**src/rtl/shapool_ctrl_pkg.sv**
```systemverilog
// shapool_ctrl_pkg
//   Shared definitions for the shapool job sequencer:
//   - 3-bit state encodings
//   - default nonce and device_config widths, also used by external_io
//   - start_allowed(): true in the states that accept a new job
package shapool_ctrl_pkg;

   localparam int NONCE_WIDTH_DEF         = 32;
   localparam int DEVICE_CONFIG_WIDTH_DEF = 8;

   localparam logic [2:0] ST_IDLE      = 3'd0;
   localparam logic [2:0] ST_LOAD      = 3'd1;
   localparam logic [2:0] ST_HASH      = 3'd2;
   localparam logic [2:0] ST_SUCCESS   = 3'd3;
   localparam logic [2:0] ST_EXHAUSTED = 3'd4;

   function automatic logic start_allowed(input logic [2:0] st);
      return (st == ST_IDLE) || (st == ST_SUCCESS) || (st == ST_EXHAUSTED);
   endfunction

endpackage

```
**src/rtl/shapool_ctrl_if.sv**
```systemverilog
// shapool_ctrl_if
//   Handshake between the job sequencer and the shapool hash core.
//   core_load  : 1-cycle pulse, core latches core_nonce and starts a round
//   core_nonce : nonce under test
//   core_done  : 1-cycle pulse, round finished
//   core_match : hash met target, qualified by core_done
//   master = sequencer side, slave = hash core side.
interface shapool_ctrl_if
   import shapool_ctrl_pkg::*;
#(
   parameter int NONCE_WIDTH = NONCE_WIDTH_DEF
) ();

   logic                   core_load;
   logic [NONCE_WIDTH-1:0] core_nonce;
   logic                   core_done;
   logic                   core_match;

   modport master (output core_load, output core_nonce, input core_done, input core_match);
   modport slave  (input core_load, input core_nonce, output core_done, output core_match);

endinterface

```
**src/rtl/shapool_ctrl_nonce_counter.sv**
```systemverilog
// shapool_ctrl_nonce_counter
//   Nonce register for the job sequencer. Loads the zero-extended seed, or
//   steps by NONCE_STRIDE. The carry of the next step is always visible, so
//   the FSM can stop before the nonce would wrap.
// Ports:
//   clk, reset_n  clock, async active-low reset
//   i_seed_load   load nonce from i_seed (has priority over i_step)
//   i_seed        device_config seed
//   i_step        nonce <= nonce + NONCE_STRIDE
//   o_nonce       current nonce
//   o_carry       carry-out of nonce + NONCE_STRIDE
module shapool_ctrl_nonce_counter
   import shapool_ctrl_pkg::*;
#(
   parameter int NONCE_WIDTH         = NONCE_WIDTH_DEF,
   parameter int DEVICE_CONFIG_WIDTH = DEVICE_CONFIG_WIDTH_DEF,
   parameter int NONCE_STRIDE        = 1
) (
   input  logic                           clk,
   input  logic                           reset_n,
   input  logic                           i_seed_load,
   input  logic [DEVICE_CONFIG_WIDTH-1:0] i_seed,
   input  logic                           i_step,
   output logic [NONCE_WIDTH-1:0]         o_nonce,
   output logic                           o_carry
);

   logic [NONCE_WIDTH-1:0] r_nonce;
   logic [NONCE_WIDTH:0]   w_sum;

   // One extra bit makes the wrap visible as a carry.
   assign w_sum   = {1'b0, r_nonce} + (NONCE_WIDTH+1)'(NONCE_STRIDE);
   assign o_carry = w_sum[NONCE_WIDTH];
   assign o_nonce = r_nonce;

   always_ff @(posedge clk or negedge reset_n) begin
      if (!reset_n) begin
         r_nonce <= '0;
      end else if (i_seed_load) begin
         r_nonce <= NONCE_WIDTH'(i_seed);
      end else if (i_step) begin
         r_nonce <= w_sum[NONCE_WIDTH-1:0];
      end
   end

endmodule

```
**src/rtl/shapool_ctrl.sv**
```systemverilog
// shapool_ctrl
//   Job sequencer between external_io and the shapool hash core. A start
//   seeds the nonce from device_config. Each round loads the core, waits
//   for core_done and steps the nonce. The job ends on a match (result
//   latched, success raised) or when the next step would wrap (exhausted).
// Optional feature: SHAPOOL_CTRL_WATCHDOG_EN adds a HASH watchdog that
//   aborts to IDLE with timeout=1 after WATCHDOG_CYCLES cycles without core_done.
// Ports:
//   clk, reset_n     clock, async active-low reset
//   start, stop      1-cycle job start / abort pulses (stop has priority)
//   device_config    nonce seed, sampled on an accepted start
//   core_if          master side of the hash core handshake
//   busy             high in LOAD/HASH
//   shapool_result   winning nonce, valid while shapool_success
//   shapool_success  match found, held until start/stop/reset
//   exhausted        nonce space used up, held until start/stop/reset
//   timeout          watchdog abort flag (constant 0 without the watchdog)
//
// state        | meaning
// -------------+------------------------------------------------
// ST_IDLE      | no job; waits for start
// ST_LOAD      | core_load pulse with the current nonce
// ST_HASH      | waits for core_done from the core
// ST_SUCCESS   | match found; result and success held
// ST_EXHAUSTED | nonce space ran out; exhausted held
module shapool_ctrl
   import shapool_ctrl_pkg::*;
#(
   parameter int NONCE_WIDTH         = NONCE_WIDTH_DEF,
   parameter int DEVICE_CONFIG_WIDTH = DEVICE_CONFIG_WIDTH_DEF,
   parameter int NONCE_STRIDE        = 1
`ifdef SHAPOOL_CTRL_WATCHDOG_EN
   ,
   parameter int WATCHDOG_CYCLES     = 1024
`endif
) (
   input  logic                           clk,
   input  logic                           reset_n,
   input  logic                           start,
   input  logic                           stop,
   input  logic [DEVICE_CONFIG_WIDTH-1:0] device_config,
   shapool_ctrl_if.master                 core_if,
   output logic                           busy,
   output logic [NONCE_WIDTH-1:0]         shapool_result,
   output logic                           shapool_success,
   output logic                           exhausted,
   output logic                           timeout
);

   logic [2:0]             r_state;
   logic [NONCE_WIDTH-1:0] r_result;
   logic                   r_success;
   logic                   r_exhausted;
   logic [NONCE_WIDTH-1:0] w_nonce;
   logic                   w_carry;
   logic                   w_start_ok;
   logic                   w_round_done;
   logic                   w_step;

   assign w_start_ok   = start && !stop && start_allowed(r_state);
   assign w_round_done = (r_state == ST_HASH) && core_if.core_done && !stop;
   assign w_step       = w_round_done && !core_if.core_match && !w_carry;

   shapool_ctrl_nonce_counter #(
      .NONCE_WIDTH         (NONCE_WIDTH),
      .DEVICE_CONFIG_WIDTH (DEVICE_CONFIG_WIDTH),
      .NONCE_STRIDE        (NONCE_STRIDE)
   ) u_nonce (
      .clk         (clk),
      .reset_n     (reset_n),
      .i_seed_load (w_start_ok),
      .i_seed      (device_config),
      .i_step      (w_step),
      .o_nonce     (w_nonce),
      .o_carry     (w_carry)
   );

`ifdef SHAPOOL_CTRL_WATCHDOG_EN
   localparam int WD_W = (WATCHDOG_CYCLES > 1) ? $clog2(WATCHDOG_CYCLES) : 1;

   logic [WD_W-1:0] r_wd_cnt;
   logic            r_timeout;
   logic            w_wd_expire;

   // Down-counter loaded in LOAD; terminal count on the last allowed HASH cycle.
   assign w_wd_expire = (r_state == ST_HASH) && !core_if.core_done && (r_wd_cnt == '0);

   always_ff @(posedge clk or negedge reset_n) begin
      if (!reset_n) begin
         r_wd_cnt  <= '0;
         r_timeout <= 1'b0;
      end else begin
         if (r_state == ST_LOAD) begin
            r_wd_cnt <= WD_W'(WATCHDOG_CYCLES - 1);
         end else if ((r_state == ST_HASH) && (r_wd_cnt != '0)) begin
            r_wd_cnt <= r_wd_cnt - 1'b1;
         end
         if (stop || w_start_ok) begin
            r_timeout <= 1'b0;
         end else if (w_wd_expire) begin
            r_timeout <= 1'b1;
         end
      end
   end

   assign timeout = r_timeout;
`else
   assign timeout = 1'b0;
`endif

   always_ff @(posedge clk or negedge reset_n) begin
      if (!reset_n) begin
         r_state     <= ST_IDLE;
         r_result    <= '0;
         r_success   <= 1'b0;
         r_exhausted <= 1'b0;
      end else if (stop) begin
         r_state     <= ST_IDLE;
         r_result    <= '0;
         r_success   <= 1'b0;
         r_exhausted <= 1'b0;
      end else begin
         case (r_state)
            ST_IDLE, ST_SUCCESS, ST_EXHAUSTED: begin
               if (start) begin
                  r_state     <= ST_LOAD;
                  r_result    <= '0;
                  r_success   <= 1'b0;
                  r_exhausted <= 1'b0;
               end
            end
            ST_LOAD: r_state <= ST_HASH;
            ST_HASH: begin
               if (core_if.core_done) begin
                  if (core_if.core_match) begin
                     r_result  <= w_nonce;
                     r_success <= 1'b1;
                     r_state   <= ST_SUCCESS;
                  end else if (w_carry) begin
                     r_exhausted <= 1'b1;
                     r_state     <= ST_EXHAUSTED;
                  end else begin
                     r_state <= ST_LOAD;
                  end
               end
`ifdef SHAPOOL_CTRL_WATCHDOG_EN
               else if (w_wd_expire) begin
                  r_state <= ST_IDLE;
               end
`endif
            end
            default: r_state <= ST_IDLE;
         endcase
      end
   end

   assign busy               = (r_state == ST_LOAD) || (r_state == ST_HASH);
   assign core_if.core_load  = (r_state == ST_LOAD);
   assign core_if.core_nonce = w_nonce;
   assign shapool_result     = r_result;
   assign shapool_success    = r_success;
   assign exhausted          = r_exhausted;

endmodule
```
**src/flat_wrapper.sv**
```systemverilog
// flat-port wrapper written by rule: the top's interface ports become plain ports
module shapool_ctrl_flat import shapool_ctrl_pkg::*;
#(
   parameter int NONCE_WIDTH         = NONCE_WIDTH_DEF,
   parameter int DEVICE_CONFIG_WIDTH = DEVICE_CONFIG_WIDTH_DEF,
   parameter int NONCE_STRIDE        = 1

)
  (clk, reset_n, start, stop, device_config, busy, shapool_result, shapool_success, exhausted, timeout, core_if_core_load, core_if_core_nonce, core_if_core_done, core_if_core_match);
  shapool_ctrl_if #(.NONCE_WIDTH(NONCE_WIDTH)) core_if_i ();
  input  logic clk;
  input  logic reset_n;
  input  logic start;
  input  logic stop;
  input  logic [DEVICE_CONFIG_WIDTH-1:0] device_config;
  output logic busy;
  output logic [NONCE_WIDTH-1:0] shapool_result;
  output logic shapool_success;
  output logic exhausted;
  output logic timeout;
  output wire logic [$bits(core_if_i.core_load)-1:0] core_if_core_load;
  output wire logic [$bits(core_if_i.core_nonce)-1:0] core_if_core_nonce;
  input wire logic [$bits(core_if_i.core_done)-1:0] core_if_core_done;
  input wire logic [$bits(core_if_i.core_match)-1:0] core_if_core_match;
  assign core_if_core_load = core_if_i.core_load;
  assign core_if_core_nonce = core_if_i.core_nonce;
  assign core_if_i.core_done = core_if_core_done;
  assign core_if_i.core_match = core_if_core_match;
  shapool_ctrl #(.NONCE_WIDTH(NONCE_WIDTH), .DEVICE_CONFIG_WIDTH(DEVICE_CONFIG_WIDTH), .NONCE_STRIDE(NONCE_STRIDE)) u_core (.clk(clk), .reset_n(reset_n), .start(start), .stop(stop), .device_config(device_config), .core_if(core_if_i), .busy(busy), .shapool_result(shapool_result), .shapool_success(shapool_success), .exhausted(exhausted), .timeout(timeout));
endmodule
```
**config.mk**
```make
export PLATFORM = sky130hd
export DESIGN_NAME = shapool_ctrl_flat
export DESIGN_NICKNAME = d
export VERILOG_FILES = /design/src/rtl/shapool_ctrl_pkg.sv /design/src/rtl/shapool_ctrl_if.sv /design/src/rtl/shapool_ctrl_nonce_counter.sv /design/src/rtl/shapool_ctrl.sv /design/src/flat_wrapper.sv
export SDC_FILE = /design/constraint.sdc
export NUM_CORES = 1
export LEC_CHECK = 0
export CAP_MARGIN = 20
export CORE_ASPECT_RATIO = 1.5
export CORE_UTILIZATION = 50
export CTS_BUF_LIST = sky130_fd_sc_hd__clkbuf_8
export DETAILED_ROUTE_END_ITERATION = 10
export HOLD_SLACK_MARGIN = 0.08
export PLACE_DENSITY = 0.81
export SYNTH_ARGS = -nofsm -noshare
export SYNTH_HDL_FRONTEND = slang
export SYNTH_SLANG_ARGS = --single-unit
```
**constraint.sdc**
```tcl
create_clock -name clk -period 4.55 [get_ports clk]
set_clock_uncertainty 0.2 [all_clocks]
set_input_delay 0.91 -clock clk [delete_from_list [all_inputs] [get_ports clk]]
set_output_delay 0.91 -clock clk [all_outputs]
set_load 0.02 [all_outputs]
```
==> impl_results.rst, run 1 <==
.. list-table::
   :header-rows: 1

   * - Metric
     - Value
   * - Net count after synthesis
     - 337
   * - Required time worst endpoint
     - 4.61 ns
   * - Inst Count DP
     - 460
   * - Later-pin clock latency in the skew report
     - 0.34 ns
   * - Post-cts sizing count
     - 0
   * - Vias in the first global route
     - 2911
   * - Vias per Instance
     - 6.30
   * - Worst vdd ir
     - 0.000263 V
   * - Total CTS buffers
     - 9
   * - PnR worst setup slack
     - 0.978 ns
   * - Remaining routing DRC violations
     - 0
   * - Clk buf depth
     - 2
   * - Count of mapped cells out of synthesis
     - 322
   * - GPL Wtd Cong
     - 0.851
   * - Total power divided by cell area
     - 336 mW/mm2
   * - Number of antenna violations at the first check in global routing
     - 0
   * - Setup TNS
     - 0 ns
   * - Commonest register cell after synthesis
     - sky130_fd_sc_hd__dfrtp_1
   * - Clock root buffer
     - sky130_fd_sc_hd__clkbuf_8
   * - Tot GR Track Use
     - 26.8%
   * - H-tree depth
     - 3
   * - Pre-CTS setup slack
     - 0.729 ns
   * - Number of nets in the finished design
     - 413
   * - Sequential fraction of the synthesis area
     - 52.3%
   * - Fraction of final layout cells with drive strength greater than 1
     - 8.44%
   * - Global-route wire length before repair
     - 13900 um
   * - Synth Register Bits
     - 69
   * - Endpoint type of the worst setup path
     - register
   * - Rows
     - 35
   * - Avg WL per Cell
     - 18.4 um
   * - TritonCTS clock tree
     - built
   * - Initial core utilization
     - 52.7%
   * - Die Span Y
     - 102 um
   * - Leading post-synthesis cells by cell area
     - sky130_fd_sc_hd__dfrtp_1 (52%), sky130_fd_sc_hd__a22o_1 (8.5%), sky130_fd_sc_hd__or4_1 (3.2%), sky130_fd_sc_hd__a21oi_1 (2.9%), sky130_fd_sc_hd__nand2_1 (2.7%)
   * - Worst endpoint data arrival time
     - 3.63 ns
   * - Worst Tran Pin Value
     - 0.865 ns
   * - Crit Path Class
     - input pin to register
   * - Die extent in x
     - 68.3 um
   * - Hold bufs inserted after CTS
     - 0
   * - Count of buffers from port buffering
     - 81
   * - Iteration count of the initial detailed-routing pass
     - 4
   * - Number of max-cap violations
     - 0
   * - Total Power Consumption
     - 1.47 mW
   * - Critical path fanouts, max
     - 12
   * - Share of synthesized registers carrying an async set or reset
     - 100%
   * - Core Area
     - 0.00626 mm2
   * - Number of violations reported at the end of detailed-routing iteration 0
     - 241
   * - DRT Wirelength
     - 8780 um
   * - Antenna-violating nets left
     - 0
   * - Max Clk Rate
     - 280 MHz
   * - Via count
     - 3005
   * - Number of hold violations in the final report
     - 0
   * - Setup violations, final
     - 0
   * - Leakage power
     - 1.74 nW
   * - Pin count of the biggest net entering global routing
     - 70
   * - Fin. max-slew vios
     - 0
   * - Final period demand of the worst path
     - 3.57 ns
   * - Remaining global-route overflow
     - 0
   * - Library cells used by synthesis
     - 50
   * - Synth Warn #
     - 0
   * - RSZ-0062 raised after global routing
     - no
   * - Part of the cycle the worst path needs
     - 78.5%
   * - CP startpoint kind
     - input pin
   * - Synthesized area
     - 0.00330 mm2
   * - Most frequently used cell type in the post-synthesis netlist
     - sky130_fd_sc_hd__dfrtp_1
   * - Number of enable flip-flop cells after synthesis
     - 0
   * - Post-detailed-placement half-perimeter wirelength
     - 6030 um
   * - Result of the run
     - finished clean
   * - Total Die Area
     - 0.00694 mm2
   * - Syn Area/Cell
     - 10.3 um2
   * - Most frequent cells after synthesis
     - sky130_fd_sc_hd__dfrtp_1 (69), sky130_fd_sc_hd__a22o_1 (32), sky130_fd_sc_hd__nand2_1 (24), sky130_fd_sc_hd__a21oi_1 (19), sky130_fd_sc_hd__nor2_1 (19)
   * - I/O pin total
     - 83
   * - Clock Sinks
     - 69
   * - Final hold slack
     - 0.305 ns
   * - Relative slew slack
     - 42.3%
   * - Post-CTS Repair Setup Buffers
     - 0
   * - Final cell count without fillers
     - 477
   * - Cell taking the most area after synthesis
     - sky130_fd_sc_hd__dfrtp_1
   * - Clock slew at reported path FFs
     - 0.08 ns
   * - Area share of the leading cell type in the synthesized netlist
     - 52.3%
   * - Layout area overhead
     - 32.9%
   * - N_diodes
     - 0
   * - Type of the most critical hold path
     - register to register
## through the flow
step | util [%] | area [um2]
5_1_grt | 70.1 | 4390
4_1_cts | 70.0 | 4380
3_3_place_gp | 66.6 | 4170
6_report | 70.1 | 4390
2_1_floorplan | - | 3300
3_5_place_dp | 66.6 | 4170
## registers in the layout (all words and copies together), names as in the netlist
| register | cells |
|---|---|
| u_core.exhausted | 1 |
| u_core.r_state | 3 |
| u_core.shapool_result | 32 |
| u_core.shapool_success | 1 |
| u_core.u_nonce.o_nonce | 32 |
## layer usage
metal	part of all wire [%]	GRT usage, %
met1	40	32.9
met2	52	43.7
met3	6.1	5.74
met4	2.0	13.1
met5	0	0
## critical path, cell delays in order
cell and delay [ns]:
sky130_fd_sc_hd__clkdlybuf4s50_1 0.60, sky130_fd_sc_hd__or4b_4 0.64, sky130_fd_sc_hd__nor4_2 0.36, sky130_fd_sc_hd__o31ai_2 0.21
sky130_fd_sc_hd__buf_4 0.22, sky130_fd_sc_hd__or4_1 0.52, sky130_fd_sc_hd__a21oi_1 0.16
## layout by cell type (no fill, tap or decap), types with 14 or more instances in the layout
master                            Yosys  layout
sky130_fd_sc_hd__clkdlybuf4s50_1      0      80
sky130_fd_sc_hd__nand4_1             14      14
sky130_fd_sc_hd__o21ai_0             16      16
sky130_fd_sc_hd__dfrtp_1             69      69
sky130_fd_sc_hd__nand2_1             24      24
sky130_fd_sc_hd__nor2_1              19      18
sky130_fd_sc_hd__or4_1               14      14
sky130_fd_sc_hd__a21oi_1             19      19
sky130_fd_sc_hd__a22o_1              32      32
## worst paths after layout
path                                                 startpoint                                     end  slack, ns  cells past startpoint
min                        u_core.shapool_result[9]$_DFFE_PN0P_    u_core.shapool_result[9]$_DFFE_PN0P_       0.31                      1
max                                                        stop  u_core.u_nonce.o_nonce[21]$_DFFE_PN0P_       0.98                      7
min in group asynchronous                               reset_n   u_core.shapool_result[27]$_DFFE_PN0P_       0.56                      2
max reg2reg                       u_core.r_state[2]$_DFFE_PN0P_  u_core.u_nonce.o_nonce[21]$_DFFE_PN0P_       1.71                      6
max in group asynchronous                               reset_n    u_core.shapool_result[8]$_DFFE_PN0P_       3.01                      2
min reg2reg                u_core.shapool_result[9]$_DFFE_PN0P_    u_core.shapool_result[9]$_DFFE_PN0P_       0.31                      1
## cell type report
type	instances	area, um2
Clock inverter	5	58.8
Clock buffer	11	151
Sequential cell	69	1730
Fill cell	506	1870
Inverter	5	18.8
Timing Repair Buffer	87	863
Tap cell	74	92.6
Multi-Input combinational cell	226	1480
## cell families (layout without fill, tap and decap cells)
| kind of cell | after synthesis | after routing | share of synthesized area (%) |
|---|---|---|---|
| mux | 3 | 3 | 0.910 |
| other cells | 1 | 1 | 0.114 |
| fa+ha+maj | 1 | 1 | 0.379 |
| buf+inv | 27 | 108 | 3.53 |
| xor+xnor | 5 | 5 | 1.33 |
| simple gates | 120 | 120 | 20.9 |
| compound gates | 96 | 96 | 20.5 |
| flops | 69 | 69 | 52.3 |
## power by group
part | leakage (nW) | internal, mW | switching, mW
registers | 0.943 | 0.641 | 0.0693
clock network | 0.102 | 0.283 | 0.233
logic | 0.697 | 0.107 | 0.140
total | 1.74 | 1.03 | 0.442
Note: power is estimated with default switching activity, not from simulation.
==> inputs of run 2 (changes only) <==
clock period = 3.43 ns   (was 4.55 ns; I/O delays follow)
==> impl_results.rst, run 2 (same netlist as run 1, synthesis figures left out) <==
.. list-table::
   :header-rows: 1

   * - Metric
     - Value
   * - Fin. max-slew vios
     - 0 (unchanged)
   * - CP startpoint kind
     - input pin (unchanged)
   * - Final cell count without fillers
     - 483 (was 477)
   * - Endpoint of the worst register-to-register path
     - u_core.u_nonce.o_nonce[31]$_DFFE_PN0P_ (was u_core.u_nonce.o_nonce[21]$_DFFE_PN0P_)
   * - Core Area
     - 0.00626 mm2 (unchanged)
   * - Die Span Y
     - 102 um (unchanged)
   * - Crit Path Class
     - input pin to register (unchanged)
   * - Source of the worst register-to-register timing path
     - u_core.r_state[2]$_DFFE_PN0P_ (unchanged)
   * - Type of the most critical hold path
     - register to register (unchanged)
   * - Fraction of final layout cells with drive strength greater than 1
     - 9.54% (was 8.44%)
   * - Final hold slack
     - 0.304 ns (was 0.305 ns)
   * - Number of max-cap violations
     - 0 (unchanged)
   * - Capture endpoint of the worst hold path
     - u_core.shapool_result[11]$_DFFE_PN0P_ (was u_core.shapool_result[9]$_DFFE_PN0P_)
   * - Number of nets in the finished design
     - 419 (was 413)
   * - Avg WL per Cell
     - 17.8 um (was 18.4 um)
   * - Final core utilization
     - 71.0% (was 70.1%)
   * - Via count
     - 3029 (was 3005)
   * - Setup TNS
     - 0 ns (unchanged)
   * - Clk buf depth
     - 2 (unchanged)
   * - Worst Tran Pin Value
     - 0.591 ns (was 0.865 ns)
   * - I/O pin total
     - 83 (unchanged)
   * - PnR worst setup slack
     - 0.371 ns (was 0.978 ns)
   * - Remaining global-route overflow
     - 0 (unchanged)
   * - Number of antenna violations at the first check in global routing
     - 0 (unchanged)
   * - Post-route cell area
     - 0.00445 mm2 (was 0.00439 mm2)
   * - Most frequent standard cell in the layout excluding fill and tap cells
     - sky130_fd_sc_hd__clkdlybuf4s50_1 (unchanged)
   * - Worst endpoint data arrival time
     - 3.12 ns (was 3.63 ns)
   * - GPL Wtd Cong
     - 0.848 (was 0.851)
   * - Post-cts sizing count
     - 0 (unchanged)
   * - Pin count of the biggest net entering global routing
     - 36 (was 70)
   * - Rows
     - 35 (unchanged)
   * - Worst-case reg-to-reg path depth
     - 6 (unchanged)
   * - Placed cell areas
     - 0.00421 mm2 (was 0.00417 mm2)
   * - DRT Wirelength
     - 8600 um (was 8780 um)
   * - Number of violations reported at the end of detailed-routing iteration 0
     - 261 (was 241)
   * - Total power divided by cell area
     - 448 mW/mm2 (was 336 mW/mm2)
   * - Pre-CTS setup slack
     - 0.111 ns (was 0.729 ns)
   * - Later-pin clock latency in the skew report
     - 0.34 ns (about the same)
   * - Critical path fanouts, max
     - 12 (unchanged)
   * - H-tree depth
     - 3 (unchanged)
   * - TritonCTS clock tree
     - built (unchanged)
   * - Initial core utilization
     - 52.7% (unchanged)
   * - Antenna-violating nets left
     - 0 (unchanged)
   * - Count of buffers from port buffering
     - 81 (unchanged)
   * - Relative slew slack
     - 60.4% (was 42.3%)
   * - Result of the run
     - finished clean (unchanged)
   * - Iteration count of the initial detailed-routing pass
     - 4 (unchanged)
   * - Final period demand of the worst path
     - 3.06 ns
   * - Setup slack, reg-to-reg
     - 0.62 ns (was 1.71 ns)
   * - Endpoint type of the worst setup path
     - register (unchanged)
   * - Tot GR Track Use
     - 26.9% (was 26.8%)
   * - Clock Sinks
     - 69 (unchanged)
   * - N_diodes
     - 0 (unchanged)
   * - Die extent in x
     - 68.3 um (unchanged)
   * - Worst Hold Path Cells
     - 1 (unchanged)
   * - RSZ-0062 raised after global routing
     - no (unchanged)
   * - Total Power Consumption
     - 1.99 mW (was 1.47 mW)
   * - Part of the cycle the worst path needs
     - 89.2%
   * - Worst vdd ir
     - 0.000300 V (was 0.000263 V)
   * - Clock root buffer
     - sky130_fd_sc_hd__clkbuf_8 (unchanged)
   * - Layout area overhead
     - 34.8% (was 32.9%)
   * - Clock slew at reported path FFs
     - 0.08 ns (about the same)
   * - Post-detailed-placement half-perimeter wirelength
     - 6040 um (was 6030 um)
   * - Setup violations, final
     - 0 (unchanged)
   * - Inst Count DP
     - 465 (was 460)
   * - Number of hold violations in the final report
     - 0 (unchanged)
   * - Total CTS buffers
     - 9 (unchanged)
   * - Total Die Area
     - 0.00694 mm2 (unchanged)
   * - Leakage power
     - 1.78 nW (was 1.74 nW)
   * - Remaining routing DRC violations
     - 0 (unchanged)
   * - Vias per Instance
     - 6.27 (was 6.30)
   * - Max Clk Rate
     - 327 MHz
   * - Most frequent cells in the layout
     - sky130_fd_sc_hd__clkdlybuf4s50_1 (80), sky130_fd_sc_hd__dfrtp_1 (69), sky130_fd_sc_hd__a22o_1 (32) (unchanged)
   * - Vias in the first global route
     - 2849 (was 2911)
   * - Required time worst endpoint
     - 3.49 ns (was 4.61 ns)
   * - Start point of the worst hold path
     - u_core.shapool_result[11]$_DFFE_PN0P_ (was u_core.shapool_result[9]$_DFFE_PN0P_)
   * - Global-route wire length before repair
     - 13900 um (about the same)
## run 2: cell count changes in the layout (fill, tap and decap cells not counted)
| cell | change |
|---|---|
| sky130_fd_sc_hd__buf_4 | +5 |
| sky130_fd_sc_hd__clkbuf_8 | -2 |
| sky130_fd_sc_hd__bufinv_16 | +1 |
| sky130_fd_sc_hd__clkinv_4 | +1 |
| sky130_fd_sc_hd__clkinvlp_4 | -1 |
| sky130_fd_sc_hd__dlygate4sd3_1 | +1 |
| sky130_fd_sc_hd__inv_6 | +1 |
## run 2: timing repair
action | in CTS | in global routing
hold buffers | 1 | 0
endpoints found under the setup margin | 0 | 0
buffers inserted | 0 | 0
endpoints found under the hold margin | 11 | 0
## run 2: area by class of cell
class                           count  area, um2
Fill cell                         484       1810
Sequential cell                    69       1730
Multi-Input combinational cell    226       1480
Timing Repair Buffer               93        911
Clock buffer                        9        124
Clock inverter                      7       98.8
Tap cell                           74       92.6
Inverter                            5       18.8
## run 2: layer usage
metal  vias up  share of wire [%]  track usage (%)
li1       1401                  -                -
met1      1506                 40             32.9
met2       105                 52             43.0
met3        17                4.9             6.64
met4         0                2.9             13.6
met5         -                  0                0
## run 2: power breakdown
group | internal (mW) | switching, mW
Sequential | 0.850 | 0.0905
Combinational | 0.141 | 0.183
Clock | 0.413 | 0.318
Total | 1.40 | 0.592
## run 2: critical path, cell delays in order
cell and delay, ns:
sky130_fd_sc_hd__clkdlybuf4s50_1 0.42, sky130_fd_sc_hd__or4b_4 0.56, sky130_fd_sc_hd__nor4_2 0.34, sky130_fd_sc_hd__o31ai_2 0.20
sky130_fd_sc_hd__buf_4 0.22, sky130_fd_sc_hd__nor4_1 0.44, sky130_fd_sc_hd__mux2i_1 0.25
## run 2: worst max path at each step
stage / startpoint / end / slack [ns] / cells past startpoint
6_report: stop / u_core.u_nonce.o_nonce[31]$_DFFE_PN0P_ / 0.37 / 7
3_3_place_gp: stop / u_core.u_nonce.o_nonce[21]$_DFFE_PN0P_ / 0.16 / 6
4_1_cts: u_core.u_nonce.o_nonce[0]$_DFFE_PN0P_ / u_core.u_nonce.o_nonce[31]$_DFFE_PN0P_ / 0.41 / 6
3_5_place_dp: stop / u_core.u_nonce.o_nonce[31]$_DFFE_PN0P_ / 0.11 / 6
2_1_floorplan: stop / u_core.u_nonce.o_nonce[29]$_DFFE_PN0P_ / 0.66 / 7
5_1_grt: stop / u_core.u_nonce.o_nonce[31]$_DFFE_PN0P_ / 0.23 / 7
==> inputs of run 3 (changes only) <==
ABC_AREA = 1   (was default)
CAP_MARGIN = default   (was 20)
PLACE_DENSITY = 0.79   (was 0.81)
==> impl_results.rst, run 3 <==
.. list-table::
   :header-rows: 1

   * - Metric
     - Value
   * - Result of the run
     - finished clean (unchanged)
   * - Pre-CTS setup slack
     - 0.534 ns (was 0.111 ns)
   * - DRT Wirelength
     - 10400 um (was 8600 um)
   * - Worst vdd ir
     - 0.000320 V (was 0.000300 V)
   * - Tot GR Track Use
     - 28.5% (was 26.9%)
   * - Clock root buffer
     - sky130_fd_sc_hd__clkbuf_8 (unchanged)
   * - Most frequent standard cell in the layout excluding fill and tap cells
     - sky130_fd_sc_hd__nand2_1 (was sky130_fd_sc_hd__clkdlybuf4s50_1)
   * - Source of the worst register-to-register timing path
     - u_core.u_nonce.o_nonce[0]$_DFFE_PN0P_ (was u_core.r_state[2]$_DFFE_PN0P_)
   * - Avg WL per Cell
     - 14.3 um (was 17.8 um)
   * - Most frequently used cell type in the post-synthesis netlist
     - sky130_fd_sc_hd__nand2_1 (was sky130_fd_sc_hd__dfrtp_1)
   * - Post-detailed-placement half-perimeter wirelength
     - 7680 um (was 6040 um)
   * - Core Area
     - 0.00727 mm2 (was 0.00626 mm2)
   * - Area share of the leading cell type in the synthesized netlist
     - 45.6% (was 52.3%)
   * - Crit Path Class
     - register to output pin (was input pin to register)
   * - RSZ-0062 raised after global routing
     - no (unchanged)
   * - Net count after synthesis
     - 556 (was 337)
   * - Vias in the first global route
     - 3640 (was 2849)
   * - Iteration count of the initial detailed-routing pass
     - 5 (was 4)
   * - Synthesized area
     - 0.00379 mm2 (was 0.00330 mm2)
   * - Clk buf depth
     - 2 (unchanged)
   * - Global-route wire length before repair
     - 17100 um (was 13900 um)
   * - Critical path fanouts, max
     - 5 (was 12)
   * - Rows
     - 38 (was 35)
   * - Number of hold violations in the final report
     - 0 (unchanged)
   * - Initial core utilization
     - 52.0% (was 52.7%)
   * - Count of mapped cells out of synthesis
     - 541 (was 322)
   * - Synth Warn #
     - 0 (unchanged)
   * - Most frequent cells after synthesis
     - sky130_fd_sc_hd__nand2_1 (232), sky130_fd_sc_hd__dfrtp_1 (69), sky130_fd_sc_hd__nor2_1 (57), sky130_fd_sc_hd__nand3_1 (41), sky130_fd_sc_hd__inv_1 (37) (was sky130_fd_sc_hd__dfrtp_1 (69), sky130_fd_sc_hd__a22o_1 (32), sky130_fd_sc_hd__nand2_1 (24), sky130_fd_sc_hd__a21oi_1 (19), sky130_fd_sc_hd__nor2_1 (19))
   * - Die extent in x
     - 73.1 um (was 68.3 um)
   * - Number of nets in the finished design
     - 638 (was 419)
   * - Post-cts sizing count
     - 0 (unchanged)
   * - Total Power Consumption
     - 2.38 mW (was 1.99 mW)
   * - Final period demand of the worst path
     - 2.74 ns (was 3.06 ns)
   * - Count of buffers from port buffering
     - 81 (unchanged)
   * - Remaining global-route overflow
     - 0 (unchanged)
   * - Worst Hold Path Cells
     - 2 (was 1)
   * - Total Die Area
     - 0.00793 mm2 (was 0.00694 mm2)
   * - Leakage power
     - 2.26 nW (was 1.78 nW)
   * - Via count
     - 3814 (was 3029)
   * - Number of enable flip-flop cells after synthesis
     - 0 (unchanged)
   * - Fraction of final layout cells with drive strength greater than 1
     - 6.69% (was 9.54%)
   * - Remaining routing DRC violations
     - 0 (unchanged)
   * - Clock slew at reported path FFs
     - 0.08 ns (about the same)
   * - Clock Sinks
     - 69 (unchanged)
   * - Start point of the worst hold path
     - u_core.shapool_result[16]$_DFFE_PN0P_ (was u_core.shapool_result[11]$_DFFE_PN0P_)
   * - Capture endpoint of the worst hold path
     - u_core.shapool_result[16]$_DFFE_PN0P_ (was u_core.shapool_result[11]$_DFFE_PN0P_)
   * - Die Span Y
     - 109 um (was 102 um)
   * - H-tree depth
     - 3 (unchanged)
   * - Cell taking the most area after synthesis
     - sky130_fd_sc_hd__dfrtp_1 (unchanged)
   * - Area share of fa/ha/maj cells after synthesis
     - 0.330% (was 0.379%)
   * - Mux share of post-synthesis cell area
     - 0% (was 0.910%)
   * - Required time worst endpoint
     - 2.54 ns (was 3.49 ns)
   * - Setup TNS
     - 0 ns (unchanged)
   * - Pin count of the biggest net entering global routing
     - 70 (was 36)
   * - Endpoint of the worst register-to-register path
     - u_core.u_nonce.o_nonce[21]$_DFFE_PN0P_ (was u_core.u_nonce.o_nonce[31]$_DFFE_PN0P_)
   * - Setup violations, final
     - 0 (unchanged)
   * - Synth Register Bits
     - 69 (unchanged)
   * - Total power divided by cell area
     - 490 mW/mm2 (was 448 mW/mm2)
   * - Leading post-synthesis cells by cell area
     - sky130_fd_sc_hd__dfrtp_1 (46%), sky130_fd_sc_hd__nand2_1 (23%), sky130_fd_sc_hd__nor2_1 (5.7%), sky130_fd_sc_hd__nand3_1 (5.4%), sky130_fd_sc_hd__inv_1 (3.7%) (was sky130_fd_sc_hd__dfrtp_1 (52%), sky130_fd_sc_hd__a22o_1 (8.5%), sky130_fd_sc_hd__or4_1 (3.2%), sky130_fd_sc_hd__a21oi_1 (2.9%), sky130_fd_sc_hd__nand2_1 (2.7%))
   * - PnR worst setup slack
     - 0.685 ns (was 0.371 ns)
   * - Relative slew slack
     - 42.2% (was 60.4%)
   * - CP startpoint kind
     - register (was input pin)
   * - Final core utilization
     - 66.9% (was 71.0%)
   * - Fin. max-slew vios
     - 0 (unchanged)
   * - Number of antenna violations at the first check in global routing
     - 0 (unchanged)
   * - Dominant combinational cell family by area after synthesis
     - simple AND/OR/NAND/NOR gates (unchanged)
   * - GPL Wtd Cong
     - 0.872 (was 0.848)
   * - Most frequent cells in the layout
     - sky130_fd_sc_hd__nand2_1 (232), sky130_fd_sc_hd__clkdlybuf4s50_1 (80), sky130_fd_sc_hd__dfrtp_1 (69) (was sky130_fd_sc_hd__clkdlybuf4s50_1 (80), sky130_fd_sc_hd__dfrtp_1 (69), sky130_fd_sc_hd__a22o_1 (32))
   * - Layout area overhead
     - 28.5% (was 34.8%)
   * - Final hold slack
     - 0.269 ns (was 0.304 ns)
   * - Later-pin clock latency in the skew report
     - 0.36 ns (was 0.34 ns)
   * - Worst-case reg-to-reg path depth
     - 11 (was 6)
   * - Vias per Instance
     - 5.24 (was 6.27)
   * - Commonest register cell after synthesis
     - sky130_fd_sc_hd__dfrtp_1 (unchanged)
   * - Post-CTS Repair Setup Buffers
     - 0 (unchanged)
   * - Type of the most critical hold path
     - register to register (unchanged)
   * - N_diodes
     - 0 (unchanged)
   * - Part of the cycle the worst path needs
     - 80.0% (was 89.2%)
   * - TritonCTS clock tree
     - built (unchanged)
   * - Library cells used by synthesis
     - 27 (was 50)
   * - Worst Tran Pin Value
     - 0.867 ns (was 0.591 ns)
   * - Post-Synth Simple-Gate Area
     - 41.2% (was 20.9%)
   * - Hold bufs inserted after CTS
     - 0 (was 1)
   * - Total CTS buffers
     - 9 (unchanged)
   * - Endpoint type of the worst setup path
     - output pin (was register)
   * - Post-Synth XOR/XNOR Area
     - 1.16% (was 1.33%)
   * - Area fraction in compound gates after synthesis
     - 4.99% (was 20.5%)
   * - Worst endpoint data arrival time
     - 1.86 ns (was 3.12 ns)
   * - I/O pin total
     - 83 (unchanged)
   * - Setup slack, reg-to-reg
     - 0.94 ns (was 0.62 ns)
   * - Antenna-violating nets left
     - 0 (unchanged)
   * - Syn Area/Cell
     - 7.00 um2 (was 10.3 um2)
   * - Sequential fraction of the synthesis area
     - 45.6% (was 52.3%)
   * - Share of synthesized registers carrying an async set or reset
     - 100% (unchanged)
   * - Max Clk Rate
     - 364 MHz (was 327 MHz)
   * - Number of violations reported at the end of detailed-routing iteration 0
     - 252 (was 261)
   * - Number of max-cap violations
     - 0 (unchanged)
==> run 3: cell families after synthesis <==
family / count (synthesis)
AOI/OAI and AO/OA: 37
xor gates and xnor gates: 5
adders and majority gates: 1
buffers and inverters: 57
DFF: 69
other: 1
and+or+nand+nor: 371
==> run 3: layout make-up <==
class                      instances  area, um2
inverter                          40        151
sequential                        69       1730
clock inverter                     6       55.1
tap                              100        125
multi-input combinational        415       1810
timing repair buffer              88        858
clock buffer                      10        138
fill                             644       2410
==> run 3: worst max-delay path by stage <==
stage | slack, ns | to | cells past startpoint | startpoint
2_1_floorplan | 1.29 | busy | 2 | u_core.r_state[1]$_DFFE_PN0P_
3_3_place_gp | 0.61 | u_core.u_nonce.o_nonce[18]$_DFFE_PN0P_ | 7 | stop
3_5_place_dp | 0.53 | u_core.u_nonce.o_nonce[21]$_DFFE_PN0P_ | 7 | stop
4_1_cts | 0.68 | busy | 5 | u_core.r_state[0]$_DFFE_PN0P_
5_1_grt | 0.60 | busy | 5 | u_core.r_state[0]$_DFFE_PN0P_
6_report | 0.69 | busy | 5 | u_core.r_state[0]$_DFFE_PN0P_
==> run 3: per-layer routing <==
metal  wire, um  up-vias  track usage (%)
met5          0        -                0
met4        263        0             13.9
met3        456       22             4.85
met2       5420      130             49.5
met1       4240     1780             33.3
li1           -     1882                -
==> run 3: worst max-delay path, stage by stage, from the launching register on <==
cell and delay [ns]:
sky130_fd_sc_hd__dfrtp_1 0.38, sky130_fd_sc_hd__inv_1 0.08, sky130_fd_sc_hd__nand3_1 0.12, sky130_fd_sc_hd__inv_1 0.10
sky130_fd_sc_hd__or2_2 0.28, sky130_fd_sc_hd__clkdlybuf4s50_1 0.53
==> run 3: metrics by stage <==
stage | instances | cell area, um2
floorplan | 541 | 3790
global placement | 712 | 4670
detailed placement | 712 | 4670
CTS | 728 | 4860
global route | 728 | 4860
finish | 728 | 4860
==> run 3: report_power, final <==
part           total, mW  internal, mW  leakage [nW]  switching [mW]
sequential         0.967         0.875         0.953          0.0923
combinational      0.755         0.268          1.20           0.487
clock              0.659         0.348         0.105           0.312
total               2.38          1.49          2.26           0.891
